File: src/rtl/univ_shift_reg.sv
// Universal N-bit shift register: hold / shift right / shift left / parallel load, optional rotate,
// plus a burst controller that performs a programmed number of shifts under start/busy/done.
module univ_shift_reg #(
  parameter int N  = 8,
  parameter int LW = 4
) (
  input  logic          clk,
  input  logic          reset_n,
  input  logic [1:0]    mode,
  input  logic          rotate,
  input  logic          SI_R,
  input  logic          SI_L,
  input  logic [N-1:0]  D,
  input  logic          start,
  input  logic [LW-1:0] len,
  output logic [N-1:0]  Q,
  output logic          SO_R,
  output logic          SO_L,
  output logic          busy,
  output logic          done
);

  typedef enum logic {S_IDLE, S_BURST} state_t;

  state_t        state_q;
  logic [N-1:0]  q_q, q_d;
  logic [LW-1:0] cnt_q;
  logic          dir_left_q;
  logic          rot_q;
  logic          busy_q;
  logic          done_q;
  logic          accept;

  function automatic logic [N-1:0] shift_f(input logic [N-1:0] cur, input logic left,
                                           input logic rot, input logic si_r, input logic si_l);
    if (left) return {cur[N-2:0], (rot ? cur[N-1] : si_l)};
    else      return {(rot ? cur[0] : si_r), cur[N-1:1]};
  endfunction

  assign accept = (state_q == S_IDLE) && start && ((mode == 2'b01) || (mode == 2'b10));

  // The acceptance cycle itself holds Q; shifting starts on the following edge.
  always_comb begin
    q_d = q_q;
    if (state_q == S_BURST) begin
      q_d = shift_f(q_q, dir_left_q, rot_q, SI_R, SI_L);
    end else if (!accept) begin
      case (mode)
        2'b01:   q_d = shift_f(q_q, 1'b0, rotate, SI_R, SI_L);
        2'b10:   q_d = shift_f(q_q, 1'b1, rotate, SI_R, SI_L);
        2'b11:   q_d = D;
        default: q_d = q_q;
      endcase
    end
  end

  always_ff @(posedge clk or negedge reset_n) begin
    if (!reset_n) begin
      state_q    <= S_IDLE;
      q_q        <= '0;
      cnt_q      <= '0;
      dir_left_q <= 1'b0;
      rot_q      <= 1'b0;
      busy_q     <= 1'b0;
      done_q     <= 1'b0;
    end else begin
      q_q <= q_d;
      case (state_q)
        S_IDLE: begin
          done_q <= 1'b0;
          if (accept) begin
            dir_left_q <= mode[1];
            rot_q      <= rotate;
            cnt_q      <= len;
            if (len != '0) begin
              state_q <= S_BURST;
              busy_q  <= 1'b1;
            end else begin
              done_q  <= 1'b1;
            end
          end
        end
        S_BURST: begin
          cnt_q <= cnt_q - LW'(1);
          if (cnt_q == LW'(1)) begin
            state_q <= S_IDLE;
            busy_q  <= 1'b0;
            done_q  <= 1'b1;
          end
        end
        default: begin
          state_q <= S_IDLE;
          busy_q  <= 1'b0;
          done_q  <= 1'b0;
        end
      endcase
    end
  end

  assign Q    = q_q;
  assign SO_R = q_q[0];
  assign SO_L = q_q[N-1];
  assign busy = busy_q;
  assign done = done_q;

endmodule

File: config.mk
export PLATFORM = sky130hd
export DESIGN_NAME = univ_shift_reg
export DESIGN_NICKNAME = d
export VERILOG_FILES = /design/src/rtl/univ_shift_reg.sv
export SDC_FILE = /design/constraint.sdc
export NUM_CORES = 1
export LEC_CHECK = 0
export CAP_MARGIN = 10
export CELL_PAD_IN_SITES_DETAIL_PLACEMENT = 0
export CELL_PAD_IN_SITES_GLOBAL_PLACEMENT = 1
export CORE_ASPECT_RATIO = 0.8
export CORE_UTILIZATION = 36
export DETAILED_ROUTE_END_ITERATION = 7
export GPL_TIMING_DRIVEN = 0
export PLACE_DENSITY = 0.81
export RECOVER_POWER = 50
export SETUP_SLACK_MARGIN = 0.05
export SYNTH_ARGS = -nofsm -noshare
export SYNTH_HDL_FRONTEND = slang
export SYNTH_SLANG_ARGS = --single-unit
File: constraint.sdc
create_clock -name clk -period 1.7 [get_ports clk]
set_clock_uncertainty 0.1 [all_clocks]
set_input_delay 0.425 -clock clk [delete_from_list [all_inputs] [get_ports clk]]
set_output_delay 0.425 -clock clk [all_outputs]
set_load 0.05 [all_outputs]
=== After elaboration in Yosys (flattened, before gate mapping) ===
Index checks and enable logic that the tools add are counted.
Widths: inputs -> output; s select.

* Register bits after elaboration: 17
* Bits of input ports: 20
* Output and inout bits: 12
* Logic and storage cells: 47

* Add/sub/neg operators: 1
* Equal/unequal tests: 8
* Mux-type cells: 22
* Bitwise operators: 1
* Reductions and logical operators: 8

{| class="wikitable"
|+ Operator list
! kind !! count
|-
| $mux 8 || 3
|-
| $pmux 8 s3 || 1
|-
| $mux 1 || 13
|-
| $pmux 4 s2 || 1
|-
| $reduce_bool 4->1 || 2
|-
| $pmux 1 s2 || 3
|-
| $eq 2x2->1 const B || 2
|-
| $eq 4x1->1 const B || 1
|-
| $mux 4 || 1
|-
| $ne 2x1->1 const B || 2
|-
| $ne 2x2->1 const B || 2
|-
| $reduce_and 2->1 || 2
|-
| $sub 4x1->4 const B || 1
|-
| $reduce_and 3->1 || 1
|-
| $eq 2x1->1 const B || 1
|-
| $logic_and 1x1->1 || 2
|-
| $logic_or 1x1->1 || 1
|-
| $not 1->1 || 1
|}

=== Depth between registers and ports, before layout ===
Gate-level depths: netlist of run 1.

* Word-level depth: 5
* Depth in mapped cells: 8
* Mapped depth without buffers: 6

=== Worst setup path before layout of run 1 ===
Ideal clock, no wire load.

* Path type: input -> register
* Start point: input mode[0]
* End point: register q_q[2], in the netlist Q[2]
* Library setup time: 0.118 ns
* Arrival time: 1.701 ns
* Data required time: 1.482 ns
* Slack: -0.219 ns
* Cell stages on the path: 8
* Path buffers: 2
* Cells stage by stage: inv_1 -> ha_1 -> buf_4 -> or3_4 -> a21oi_4 -> buf_6 -> a211oi_1 -> a21o_1

* Word-level cells in the longest chain between the ends: 5
* Elaborated cells between the ends (all ways): 11
* Classes of those cells: eq/ne (4); mux (3); reduce/logical (4)

{| class="wikitable"
|+ RTL lines
! element !! line !! source
|-
| start, declared || 9 || <nowiki>input logic [1:0] mode,</nowiki>
|-
| $eq 2x1->1 / $eq 2x2->1 (equally long branches) || 40, 48 ||
|-
| $logic_or 1x1->1 || 40 || <nowiki>assign accept = (state_q == S_IDLE) && start && ((mode == 2'b01) || (mode == 2'b10));</nowiki>
|-
| $logic_and 1x1->1 || 40 ||
|-
| $ne 2x2->1 (no line) || - ||
|-
| $reduce_and 2->1 (no line) || - ||
|-
| end signal, assigned || 67 || <nowiki>q_q <= q_d;</nowiki>
|-
| end, declared || 26 || <nowiki>logic [N-1:0] q_q, q_d;</nowiki>
|}

Several ways; a longest one is shown, not always the timed one. The select of a mux whose other input is x is not followed.
A chain may end at the register's enable or synchronous reset.

=== Final worst setup path of run 1 ===
* Start point: input mode[0]
* End point: register q_q[0], in the netlist Q[0]

The elaborated chain is that of the path after synthesis.

==> results.yml, run 1 <==
status:
  status: "finished clean"
critical_path:
  critical_path.top_delay_family: "compound AO/OA/AOI/OAI gates"
  cp_slowest_stage_delay_ns: 0.39
  cp-start-kind: "input port"
  crit_fanout: 4
  crit_required_ns: 1.75
  crit_type: "input port to flip-flop"
  worstPathBufferInverterCount: 3
  r2r_end: "Q[6]"
  crit_end: "Q[0]"
  r2r_setup_slack_ns: 0.15
  endpoint_kind: "flip-flop"
  slowest_stage: "or3_4"
  cp_cell_sequence: "buf_8 > inv_4 > ha_4 > or3_4 > a21oi_4 > buf_6 > a221oi_2 > a21o_2"
  cp_num_cells: 8
  ff2ff_path_depth: 5
  crit_start: "mode[0]"
  r2r-start: "state_q"
  arrival_ns: 1.71
grt:
  grt_pass1_wl_mm: 4.86
  grt_max_degree: 18
  grt_overflow: 0
  antenna_found_initial: 0
  grtUsageTotal: 0.188
  met3_usage: 0.0517
  top_usage_layer: "met2"
  grtUsageMet2: 0.279
  grt_pass1_vias: 970
  met1_usage: 0.269
layout:
  fillers: 281
  regArea_um2: 427
  antenna_cells: 0
  drive_above_1_share: 0.427
  final_core_util: 0.543
  design_area_um2: 1690
  area_growth_pct: 43.4
  final_nets: 183
  multi_input_area_um2: 734
power:
  power.leakage_nw: 0.759
  ir_drop_mv: 0.966
  cellPowerDensity_nw_per_um2: 1930
  finalPower_mw: 3.25
clock_network:
  cts_max_path_buffers: 2
  cts_tree: "built"
  clk_pin_slew_ns: 0.07
  numClockSinks: 17
  ctsRootBufferMaster: "clkbuf_8"
  postCtsHoldBufs: 0
  clk_latency_ns: 0.25
  numCtsBuffers: 3
  h-tree-depth: 1
die:
  core-area_um2: 3110
  initial_core_util: 0.378
  die_w_um: 65.9
  die_area_um2: 3500
  fp.dieH_um: 53.1
  pin_count: 32
  num_rows: 18
place:
  gp_congestion: 0.729
  post-place-ws_ns: -0.889
  portBuffers: 31
  hpwl_mm: 2.06
  place_area_um2: 1570
route:
  antenna_left: 0
  avgRoutedWirePerCell_um: 14.8
  drtIter0Drc: 39
  firstDrtPassIters: 4
  via_per_inst: 5.39
  vias: 1062
  routed_wl_mm: 2.92
  drc: 0
hold_path:
  hp-class: "input port to flip-flop"
  whs_path_depth: 2
sta:
  finalSetupTns_ns: 0
  relSlewSlack: 0.464
  fin_crit_sh: 0.977
  final_max_slew_viol_count: 0
  period_needed_ns: 1.66
  setup_viol: 0
  layout_setup_ws_ns: 0.0389
  rsz0062_at_grt: "true"
  fmax_mhz: 602
  worstMarginPinSlew_ns: 0.801
  hold_violations: 0
yosys:
  synth_top_cells_by_count: "dfrtp_1, a211oi_1, nand2_1"
  yosys.area.top_type: "dfrtp_1"
  yosysWarnings: 0
  synthCells: 116
  netlist-cell-type-count: 28
  ys.flop_type: "dfrtp_1"
  ys_seq_elements: 17
  synthArstFlopShare: 1.00
  netlist_area_um2: 1180
  yosysTopAreaCellShare: 0.362
  ys_seq_area_frac: 0.362
  synth-edff-count: 0
  synth.most_common_cell: "dfrtp_1"
  synth_fp_nets: 141
  syn_avg_cell_area_um2: 10.1
  synthTopCellsByArea: "dfrtp_1, a211oi_1, mux2i_1"
flow_run:
  maxCapViolCount: 0
==> worst min path at each step <==
stage | to | start | slack (ns)
after CTS | dir_left_q | mode[1] | 0.35
after detailed placement | busy | busy | 0.37
after floorplan | Q[0] | reset_n | 0.03
final | dir_left_q | mode[1] | 0.34
after global routing | dir_left_q | mode[1] | 0.34
after global placement | busy | busy | 0.36
==> placed cells by master (no fill, tap or decap) <==
cell type and count:
dfrtp_2 1, inv_1 4, a21oi_1 3, nor3_1 1, buf_8 1, ha_1 3, ha_4 2, clkdlybuf4s50_1 15
buf_12 2, clkinv_2 1, nor2_2 1, a221oi_2 2, buf_2 10, buf_6 4, a211oi_2 5, a211oi_1 9
a31oi_1 1, a21o_2 6, nor3b_1 1, mux2_2 6, dfrtp_1 16, inv_4 1, a21o_1 2, clkbuf_2 5
clkdlybuf4s18_2 1, nor2b_1 1, dlygate4sd3_1 2, nor4_1 1, mux2i_1 9, nand2b_4 1, buf_4 7, a21oi_4 1
xor2_1 2, o21ai_0 4, clkbuf_8 3, a22o_2 6, or3_4 1, nor2_1 4, a221oi_1 2, nand2_1 10
==> registers in the layout, indices dropped and copies added (netlist names) <==
signal	cells
Q	8
busy	1
cnt_q	4
dir_left_q	1
done	1
rot_q	1
state_q	1
==> cell families (layout without fill, tap and decap cells) <==
family	count (synthesis)	in the layout	share of synthesized area
AOI/OAI and AO/OA	41	41	0.277
DFF	17	17	0.362
muxes	15	15	0.134
xor gates and xnor gates	2	2	0.0149
adders and majority gates	5	5	0.0532
buffers and inverters	15	56	0.0755
and+or+nand+nor	21	21	0.0841
==> area by class of cell <==
class	instances	share of cell area
Multi-Input combinational cell	84	0.435
Sequential cell	17	0.253
Timing Repair Buffer	39	0.210
Buffer	8	0.0319
Tap cell	40	0.0297
Clock buffer	3	0.0245
Inverter	5	0.0126
Clock inverter	1	0.00297
==> per-stage QoR <==
step / instances / hold WS [ns]
3_5_place_dp: 187 / 0.374
4_1_cts: 196 / 0.346
5_1_grt: 197 / 0.339
6_report: 197 / 0.343
3_3_place_gp: 187 / 0.360
2_1_floorplan: 116 / 0.0294
==> report_power, final <==
group          internal, mW  switching [mW]  leakage [nW]
combinational         0.871            1.21         0.535
clock                 0.163           0.143        0.0255
sequential            0.622           0.246         0.198
total                  1.66            1.59         0.759
==> repair_timing <==
action / CTS / global route
setup buffers: 6 / 2
resized for setup: 65 / 19
pin swaps: 4 / 3
setup endpoints to repair: 29 / 19
==> worst reg2reg max path, stage by stage, from the launching register on <==
cell and delay (ns):
dfrtp_1 0.36, buf_2 0.18, clkbuf_2 0.25, a211oi_1 0.29, a211oi_2 0.08, a21o_2 0.19
==> metal layers <==
metal	share of wire	wire length, µm
met1	0.50	1470
met2	0.45	1330
met3	0.037	109
met4	0.0041	12
met5	0	0
Power figures use the tool's default switching activity.
==> run 2, diff against run 1 <==
Settings changed: HOLD_SLACK_MARGIN set to 0.08, SLEW_MARGIN set to 20.
==> results of run 2 <==
No change in the layout: final DEF, timing and power equal those of run 1.
